File: src/rtl/usb_tx_if.sv
// usb_tx_if: byte handshake carrying tx_data/tx_valid/tx_last from master and tx_ready back from slave
interface usb_tx_if;
  logic [7:0] tx_data;
  logic       tx_valid;
  logic       tx_last;
  logic       tx_ready;
  modport master (output tx_data, tx_valid, tx_last, input tx_ready);
  modport slave (input tx_data, tx_valid, tx_last, output tx_ready);
endinterface

File: src/rtl/usb_tx_serializer.sv
// usb_tx_serializer: double-buffered bytes from tx shifted out LSB-first on d_orig every BIT_CYCLES clks (bit_tick), held by pause, ending with eop_req or tx_underrun pulses
module usb_tx_serializer #(
  parameter int BIT_CYCLES = 8
) (
  input  logic   clk,
  input  logic   rst,
  usb_tx_if.slave tx,
  input  logic   pause,
  output logic   d_orig,
  output logic   bit_tick,
  output logic   tx_active,
  output logic   eop_req,
  output logic   tx_underrun
);
  localparam int TW = $clog2(BIT_CYCLES);
  typedef enum logic {IDLE, SHIFT} state_t;
  state_t state, state_n;
  logic [TW-1:0] timer, timer_n;
  logic [7:0] sr, sr_n, hold, hold_n;
  logic [2:0] idx, idx_n;
  logic last_q, last_n, hold_full, hold_full_n, hold_last, hold_last_n;
  logic eop_n, und_n, accept, byte_end, direct;
  assign tx.tx_ready = !hold_full;
  assign tx_active = state == SHIFT;
  assign bit_tick = tx_active && timer == TW'(BIT_CYCLES - 1);
  assign d_orig = tx_active ? sr[0] : 1'b1;
  assign accept = tx.tx_valid && !hold_full;
  assign byte_end = bit_tick && !pause && idx == 3'd7;
  assign direct = byte_end && !last_q && accept;
  always_ff @(posedge clk or posedge rst) begin
    if (rst) begin
      state <= IDLE;
      timer <= '0;
      sr <= '0;
      idx <= '0;
      last_q <= 1'b0;
      hold <= '0;
      hold_full <= 1'b0;
      hold_last <= 1'b0;
      eop_req <= 1'b0;
      tx_underrun <= 1'b0;
    end else begin
      state <= state_n;
      timer <= timer_n;
      sr <= sr_n;
      idx <= idx_n;
      last_q <= last_n;
      hold <= hold_n;
      hold_full <= hold_full_n;
      hold_last <= hold_last_n;
      eop_req <= eop_n;
      tx_underrun <= und_n;
    end
  end
  // A last byte always closes its packet; anything already buffered belongs to the next packet and restarts from IDLE.
  always_comb begin
    state_n = state;
    timer_n = '0;
    sr_n = sr;
    idx_n = idx;
    last_n = last_q;
    hold_n = hold;
    hold_full_n = hold_full;
    hold_last_n = hold_last;
    eop_n = 1'b0;
    und_n = 1'b0;
    if (state == IDLE) begin
      if (hold_full || tx.tx_valid) begin
        state_n = SHIFT;
        sr_n = hold_full ? hold : tx.tx_data;
        last_n = hold_full ? hold_last : tx.tx_last;
        idx_n = '0;
        hold_full_n = 1'b0;
      end
    end else begin
      timer_n = bit_tick ? '0 : timer + 1'b1;
      if (accept && !direct) begin
        hold_n = tx.tx_data;
        hold_last_n = tx.tx_last;
        hold_full_n = 1'b1;
      end
      if (bit_tick && !pause) begin
        if (idx != 3'd7) begin
          sr_n = sr >> 1;
          idx_n = idx + 3'd1;
        end else if (last_q) begin
          state_n = IDLE;
          timer_n = '0;
          eop_n = 1'b1;
        end else if (hold_full || tx.tx_valid) begin
          sr_n = hold_full ? hold : tx.tx_data;
          last_n = hold_full ? hold_last : tx.tx_last;
          idx_n = '0;
          hold_full_n = 1'b0;
        end else begin
          state_n = IDLE;
          timer_n = '0;
          und_n = 1'b1;
        end
      end
    end
  end
endmodule

File: src/flat_wrapper.sv
// flat-port wrapper written by rule: the top's interface ports become plain ports
module usb_tx_serializer_flat 
#(
  parameter int BIT_CYCLES = 8
)
  (clk, rst, pause, d_orig, bit_tick, tx_active, eop_req, tx_underrun, tx_tx_data, tx_tx_valid, tx_tx_last, tx_tx_ready);
  usb_tx_if tx_i ();
  input  logic clk;
  input  logic rst;
  input  logic pause;
  output logic d_orig;
  output logic bit_tick;
  output logic tx_active;
  output logic eop_req;
  output logic tx_underrun;
  input wire logic [$bits(tx_i.tx_data)-1:0] tx_tx_data;
  input wire logic [$bits(tx_i.tx_valid)-1:0] tx_tx_valid;
  input wire logic [$bits(tx_i.tx_last)-1:0] tx_tx_last;
  output wire logic [$bits(tx_i.tx_ready)-1:0] tx_tx_ready;
  assign tx_i.tx_data = tx_tx_data;
  assign tx_i.tx_valid = tx_tx_valid;
  assign tx_i.tx_last = tx_tx_last;
  assign tx_tx_ready = tx_i.tx_ready;
  usb_tx_serializer #(.BIT_CYCLES(BIT_CYCLES)) u_core (.clk(clk), .rst(rst), .tx(tx_i), .pause(pause), .d_orig(d_orig), .bit_tick(bit_tick), .tx_active(tx_active), .eop_req(eop_req), .tx_underrun(tx_underrun));
endmodule
File: config.mk
export PLATFORM = sky130hd
export DESIGN_NAME = usb_tx_serializer_flat
export DESIGN_NICKNAME = d
export VERILOG_FILES = /design/src/rtl/usb_tx_if.sv /design/src/rtl/usb_tx_serializer.sv /design/src/flat_wrapper.sv
export SDC_FILE = /design/constraint.sdc
export NUM_CORES = 1
export LEC_CHECK = 0
export CAP_MARGIN = 15
export CORE_MARGIN = 1
export CORE_UTILIZATION = 25
export CTS_BUF_LIST = sky130_fd_sc_hd__clkbuf_2
export CTS_CLUSTER_SIZE = 8
export DETAILED_ROUTE_END_ITERATION = 8
export DONT_BUFFER_PORTS = 1
export GPL_TIMING_DRIVEN = 0
export MAX_ROUTING_LAYER = met4
export PLACE_DENSITY_LB_ADDON = 0.2
export SYNTH_ARGS = -nofsm -noshare
export SYNTH_HDL_FRONTEND = slang
export SYNTH_SLANG_ARGS = --single-unit
File: constraint.sdc
create_clock -name clk -period 1.9 [get_ports clk]
set_input_delay 0 -clock clk [delete_from_list [all_inputs] [get_ports clk]]
set_output_delay 0 -clock clk [all_outputs]
set_load 0.005 [all_outputs]
==> flow_summary.json, run 1 <==
{
  "hpwl_um": 1861,
  "antenna_found_initial": 0,
  "gr-total-overflow": 0,
  "die_w_um": 75.21,
  "antenna_left": 0,
  "synth_cells": 114,
  "hold_class": "input pin to asynchronous set/reset pin",
  "worstPathArrival_ns": 2.14,
  "synth_warnings": 0,
  "drv_slew": 0,
  "min_period_ns": 1.839,
  "rsz0062_at_grt": "false",
  "fin_hold_ws_ns": 0.04626,
  "rows": 26,
  "pin_count": 19,
  "synth.distinct_cells": 31,
  "synth_compound_area_frac": 0.1811,
  "synth_nets": 131,
  "synth_top_area_cell": "dfrtp_1",
  "gp_congestion": 0.6871,
  "muxShareOfSynthArea": 0.07563,
  "tightest_slew_ns": 0.5179,
  "numCtsBuffers": 3,
  "clk_pin_slew_worst_paths_ns": 0.26,
  "leakage_nw": 0.7511,
  "status": "complete, no violations",
  "drive_above_1_share": 0.2628,
  "ys_seq_area_frac": 0.5229,
  "timing.final.crit_share": 0.9678,
  "crit_path_end_kind": "flop",
  "utilization": 0.3225,
  "syn-cell-area_sq_um": 1340,
  "clock-sinks": 28,
  "fin_worst_skew_ns": 0.004481,
  "syn_area_per_cell_sq_um": 11.75,
  "coreArea_sq_um": 5140,
  "drt_iter0_drc": 35,
  "cp.required_ns": 2.21,
  "placed_area_sq_um": 1428,
  "ys_ff_latch": 28,
  "die_h_um": 75.21,
  "start_util": 0.2607,
  "r2r_slack_ns": 0.06,
  "syn_to_final_growth_pct": 23.72,
  "cap_violations": 0,
  "max_freq_ghz": 0.5438,
  "layout_common_cells": "dfrtp_1, nor2_1, dlygate4sd3_1",
  "clockRootBuffer": "clkbuf_2",
  "yosys.area.top_type_share": 0.5229,
  "final_common_cell": "dfrtp_1",
  "synthXorXnorAreaFrac": 0,
  "seqCellArea_sq_um": 700.7,
  "synth_top_family_by_area": "compound AO/OA/AOI/OAI gates",
  "crit_type": "flop to flop",
  "synth_fa_ha_area_frac": 0.03735,
  "die_area_sq_um": 5657,
  "fillers": 562,
  "via_count": 959,
  "cts_tree": "done",
  "final_area_sq_um": 1658,
  "hold_viol": 0,
  "max_slew_margin": 0.6543,
  "dr.pass1.iters": 4,
  "powerDensity_nw_per_um2": 945.0,
  "synth_simple_gate_area_frac": 0.1485,
  "insertion_delay_ns": 0.37,
  "synth.top_cells.by_area": "dfrtp_1, mux2_2, nor2_1",
  "portBuffers": 0,
  "routed_wl_um": 2797,
  "cts_max_path_buffers": 2,
  "multi_input_area_sq_um": 608.1,
  "vdd_drop_max_mv": 0.2633,
  "grt_pass1_vias": 899,
  "route.detailed.drc": 0,
  "avgViaCountPerCell": 4.633,
  "grt_pass1_wl_um": 4388,
  "antenna_cells_inserted": 0,
  "final-setup-viol-count": 0,
  "finalNetCount": 155,
  "grt_max_degree": 29,
  "crit_fanout": 10,
  "htree_levels": 1,
  "avgRoutedWirePerCell_um": 13.51,
  "grt_usage": 0.1112,
  "critPathLaunchType": "flop"
}
[routing by layer]
layer / vias up / routed length [um] / track usage
met1: 476 / 1318 / 0.1554
met4: 0 / 53 / 0.05556
met5: - / 0 / -
met2: 19 / 1365 / 0.1562
li1: 459 / - / -
met3: 5 / 60 / 0.01606
[critical path, cell delays in order (launching register included)]
cell and delay, ns:
dfrtp_1 0.44, ha_1 0.21, ha_2 0.21, nand2b_1 0.14
buf_2 0.19, nand2_1 0.07, nand2_1 0.06, buf_2 0.19
a22o_1 0.25
[synthesized netlist by cell type (all sizes together)]
cell type,n
o21ai,3
a21oi,2
nor2,18
nor2b,2
mux2,9
nor3b,1
a32o,3
inv,2
nand2,6
and3b,2
ha,4
nand2b,3
and2b,1
a21o,2
clkbuf,3
a2bb2oi,1
a22oi,1
and4bb,1
and2,2
nor3,1
a22o,7
o211ai,1
dfrtp,28
buf,4
a221oi,7
[where the power goes]
part	total (mW)	switching (mW)	internal (mW)	leakage [nW]
clock network	0.228	0.182	0.0457	0.0140
registers	0.842	0.0918	0.750	0.351
logic	0.497	0.201	0.296	0.386
total	1.57	0.475	1.09	0.751
[worst paths after layout]
check                                     start              end  depth (start not counted)
min in group clk                    tx_tx_valid    u_core.last_q                          4
worst max-delay path              u_core.idx[0]     u_core.sr[1]                          8
worst min-delay path                        rst  u_core.timer[1]                          2
worst max register to register    u_core.idx[0]     u_core.sr[1]                          8
worst min register to register  u_core.timer[0]  u_core.timer[0]                          1
max in group asynchronous                   rst     u_core.sr[1]                          3
[sequential cells by signal (all words and copies together) (netlist names)]
name	count
u_core.timer	3
u_core.tx_active	1
u_core.idx	3
u_core.last_q	1
u_core.eop_req	1
u_core.tx_underrun	1
u_core.hold_full	1
u_core.hold	8
u_core.sr	8
u_core.hold_last	1
[final cells by class]
class | count | area share
sequential | 28 | 0.4226
multi-input combinational | 77 | 0.3668
timing repair buffer | 19 | 0.1185
tap | 70 | 0.05283
buffer | 7 | 0.02340
clock buffer | 3 | 0.009057
inverter | 2 | 0.004528
clock inverter | 1 | 0.002264
[repair_timing]
item / 4_1_cts / 5_1_grt
gates cloned: 0 / 0
endpoints found under the setup margin: 19 / 19
pin swaps: 2 / 0
setup buffers: 4 / 2
hold endpoints to repair: 51 / 0
resized for setup: 0 / 4
hold buffers: 12 / 0
[cell families (layout without fill, tap and decap cells)]
group                    count (synthesis)  after routing
AO/OA/AOI/OAI                           27             27
adder cells (fa/ha/maj)                  4              4
buffers and inverters                    9             32
flip-flops                              28             28
multiplexers                             9              9
AND/OR/NAND/NOR                         37             37
[metrics by stage]
| stage | setup TNS, ns | instances | power, mW | setup WS [ns] |
|---|---|---|---|---|
| 4_1_cts | 0 | 204 | 1.526 | 0.01194 |
| 2_1_floorplan | 0 | 114 | 1.157 | 0.1424 |
| 3_5_place_dp | -0.4173 | 184 | 1.253 | -0.07052 |
| 6_report | 0 | 207 | 1.567 | 0.06121 |
| 5_1_grt | 0 | 207 | 1.685 | 0.004597 |
| 3_3_place_gp | -0.2834 | 184 | 1.220 | -0.04294 |
No activity file was read; power rests on OpenSTA's default activity.
==> run 2: changes to the inputs <==
--- a/config.mk
+++ b/config.mk
@@ -6,6 +6,8 @@
 export NUM_CORES = 1
 export LEC_CHECK = 0
 export CAP_MARGIN = 15
+export CELL_PAD_IN_SITES_DETAIL_PLACEMENT = 0
+export CELL_PAD_IN_SITES_GLOBAL_PLACEMENT = 1
 export CORE_MARGIN = 1
 export CORE_UTILIZATION = 25
 export CTS_BUF_LIST = sky130_fd_sc_hd__clkbuf_2
==> run 2 against run 1 <==
Sequential power is 0.7% lower. Critical path type unchanged. Final cell count is 0.48% higher. Combinational power decreased by 3%. Sequential cell count unchanged. Die area stayed put. Final area is 3.5% higher. Register-to-register slack better by 0.04 ns. Clock power rose by 61%.
==> flow_summary.json, run 2 (same netlist as run 1, synthesis figures left out) <==
{
  "cp.required_ns": 2.20,
  "numCtsBuffers": 3,
  "rsz0062_at_grt": "false",
  "max_freq_ghz": 0.5555,
  "dr.pass1.iters": 4,
  "die_h_um": 75.21,
  "layout_common_cells": "dfrtp_1, nor2_1, dlygate4sd3_1",
  "antenna_found_initial": 0,
  "crit_fanout": 6,
  "final_common_cell": "dfrtp_1",
  "hpwl_um": 1927,
  "top_regs": "u_core.hold x8, u_core.sr x8",
  "p_clk_frac": 0.217,
  "power.total_mw": 1.687,
  "antenna_left": 0,
  "drt_iter0_drc": 51,
  "rows": 26,
  "slowest_delay_ns": 0.42,
  "cap_violations": 0,
  "grt_pass1_wl_um": 4940,
  "syn_to_final_growth_pct": 28.10,
  "hold_class": "input pin to flop",
  "tightest_slew_ns": 0.4797,
  "die_area_sq_um": 5657,
  "avgRoutedWirePerCell_um": 13.74,
  "pwr-share-seq": 0.496,
  "drv_slew": 0,
  "fin_cells": 208,
  "drive_above_1_share": 0.2681,
  "grt_pass1_vias": 1055,
  "portBuffers": 0,
  "grt_max_degree": 29,
  "clk_pin_slew_worst_paths_ns": 0.27,
  "gr-total-overflow": 0,
  "htree_levels": 1,
  "die_w_um": 75.21,
  "grt_util_met3": 0.01740,
  "gp_congestion": 0.7435,
  "min_period_ns": 1.800,
  "crit_path_end_kind": "flop",
  "powerDensity_nw_per_um2": 982.5,
  "max_slew_margin": 0.6802,
  "antenna_cells_inserted": 0,
  "fin_worst_skew_ns": 0.006779,
  "switching_share": 0.2739,
  "use_met1": 0.1485,
  "grt_use_met2": 0.2102,
  "p_int_mw": 1.225,
  "cts_max_path_buffers": 2,
  "clock-sinks": 28,
  "combPwrFrac": 0.287,
  "grt.busiest_layer": "met2",
  "finalNetCount": 156,
  "worstPathArrival_ns": 2.10,
  "dp_cells": 184,
  "pin_count": 19,
  "vdd_drop_max_mv": 0.3060,
  "timing.final.crit_share": 0.9474,
  "routed_wl_um": 2858,
  "grt_usage": 0.1230,
  "start_util": 0.2607,
  "critPathLaunchType": "flop",
  "hold_viol": 0,
  "p_switching_mw": 0.4620,
  "crit_type": "flop to flop",
  "cts_tree": "done",
  "coreArea_sq_um": 5140,
  "clockRootBuffer": "clkbuf_2",
  "insertion_delay_ns": 0.37,
  "via_count": 948,
  "utilization": 0.3340,
  "route.detailed.drc": 0,
  "leakage_nw": 0.7728,
  "avgViaCountPerCell": 4.558,
  "fin_setup_tns_ns": 0,
  "fillers": 557,
  "status": "complete, no violations",
  "final-setup-viol-count": 0,
  "cp_num_buf_inv": 1,
  "crit_chain": "ha_2 > ha_4 > and2b_2 > nand2_4 > o211ai_4 > buf_4 > mux2_2",
  "crit_slowest_cell": "dfrtp_1",
  "cp_top_family": "flip-flops"
}
run 2: changes by cell type in the layout (fill, tap and decap cells not counted), sizes merged:
cell,delta
bufinv,+1
clkinv,-1
buf,-1
dlygate4sd3,+2
run 2: tightest hold or removal path: cells and delay by family:
kind                   cells  cell delay [ns]
AND/OR/NAND/NOR            1             0.11
buffers and inverters      1             0.14
AO/OA/AOI/OAI              2             0.27
run 2: through the flow:
| stage | instance area [sq um] | worst slack [ns] | hold slack [ns] |
|---|---|---|---|
| 2_1_floorplan | 1340 | 0.1424 | 0.06541 |
| 3_3_place_gp | 1428 | -0.07014 | 0.1520 |
| 3_5_place_dp | 1428 | -0.06446 | 0.1545 |
| 4_1_cts | 1645 | 0.004094 | 0.01167 |
| 5_1_grt | 1717 | 0.001410 | 0.1250 |
| 6_report | 1717 | 0.09997 | 0.1515 |
run 2: power groups by stage:
stage,combinational [mW],clock [mW],sequential (mW)
after floorplan,0.334,0,0.824
after global placement,0.381,0,0.841
after detailed placement,0.399,0,0.848
after CTS,0.461,0.380,0.830
after global routing,0.558,0.406,0.858
final,0.484,0.366,0.836
run 2: path summary, 6_finish.rpt:
| path | depth (start not counted) | from | slack, ns | endpoint |
|---|---|---|---|---|
| worst min register to register | 1 | u_core.sr[0] | 0.54 | u_core.sr[0] |
| worst max register to register | 7 | u_core.timer[0] | 0.1 | u_core.hold[0] |
| worst max-delay path | 7 | u_core.timer[0] | 0.1 | u_core.hold[0] |
| max in group asynchronous | 4 | rst | 0.98 | u_core.sr[0] |
| min in group asynchronous | 3 | rst | 0.52 | u_core.hold[5] |
| worst min-delay path | 4 | tx_tx_valid | 0.15 | u_core.last_q |
run 2: cell type report:
class                      count  area [sq um]  area share
sequential                    28         700.7      0.4082
clock buffer                   3         15.01    0.008746
timing repair buffer          20         217.7      0.1268
buffer                         7         47.55     0.02770
clock inverter                 1         30.03     0.01749
inverter                       2         7.507    0.004373
multi-input combinational     77         610.6      0.3557
tap                           70         87.58     0.05102
run 2: routing by layer:
layer	share of wire	up-vias
li1	-	462
met1	0.47	473
met2	0.49	11
met3	0.031	2
met4	0.0080	0
met5	0	-
run 2: timing repair:
item	4_1_cts	5_1_grt
endpoints found under the setup margin	19	19
pin swaps	2	1
resized for setup	1	8
gates cloned	0	0
hold endpoints to repair	50	5
setup buffers	5	0
hold buffers	12	2
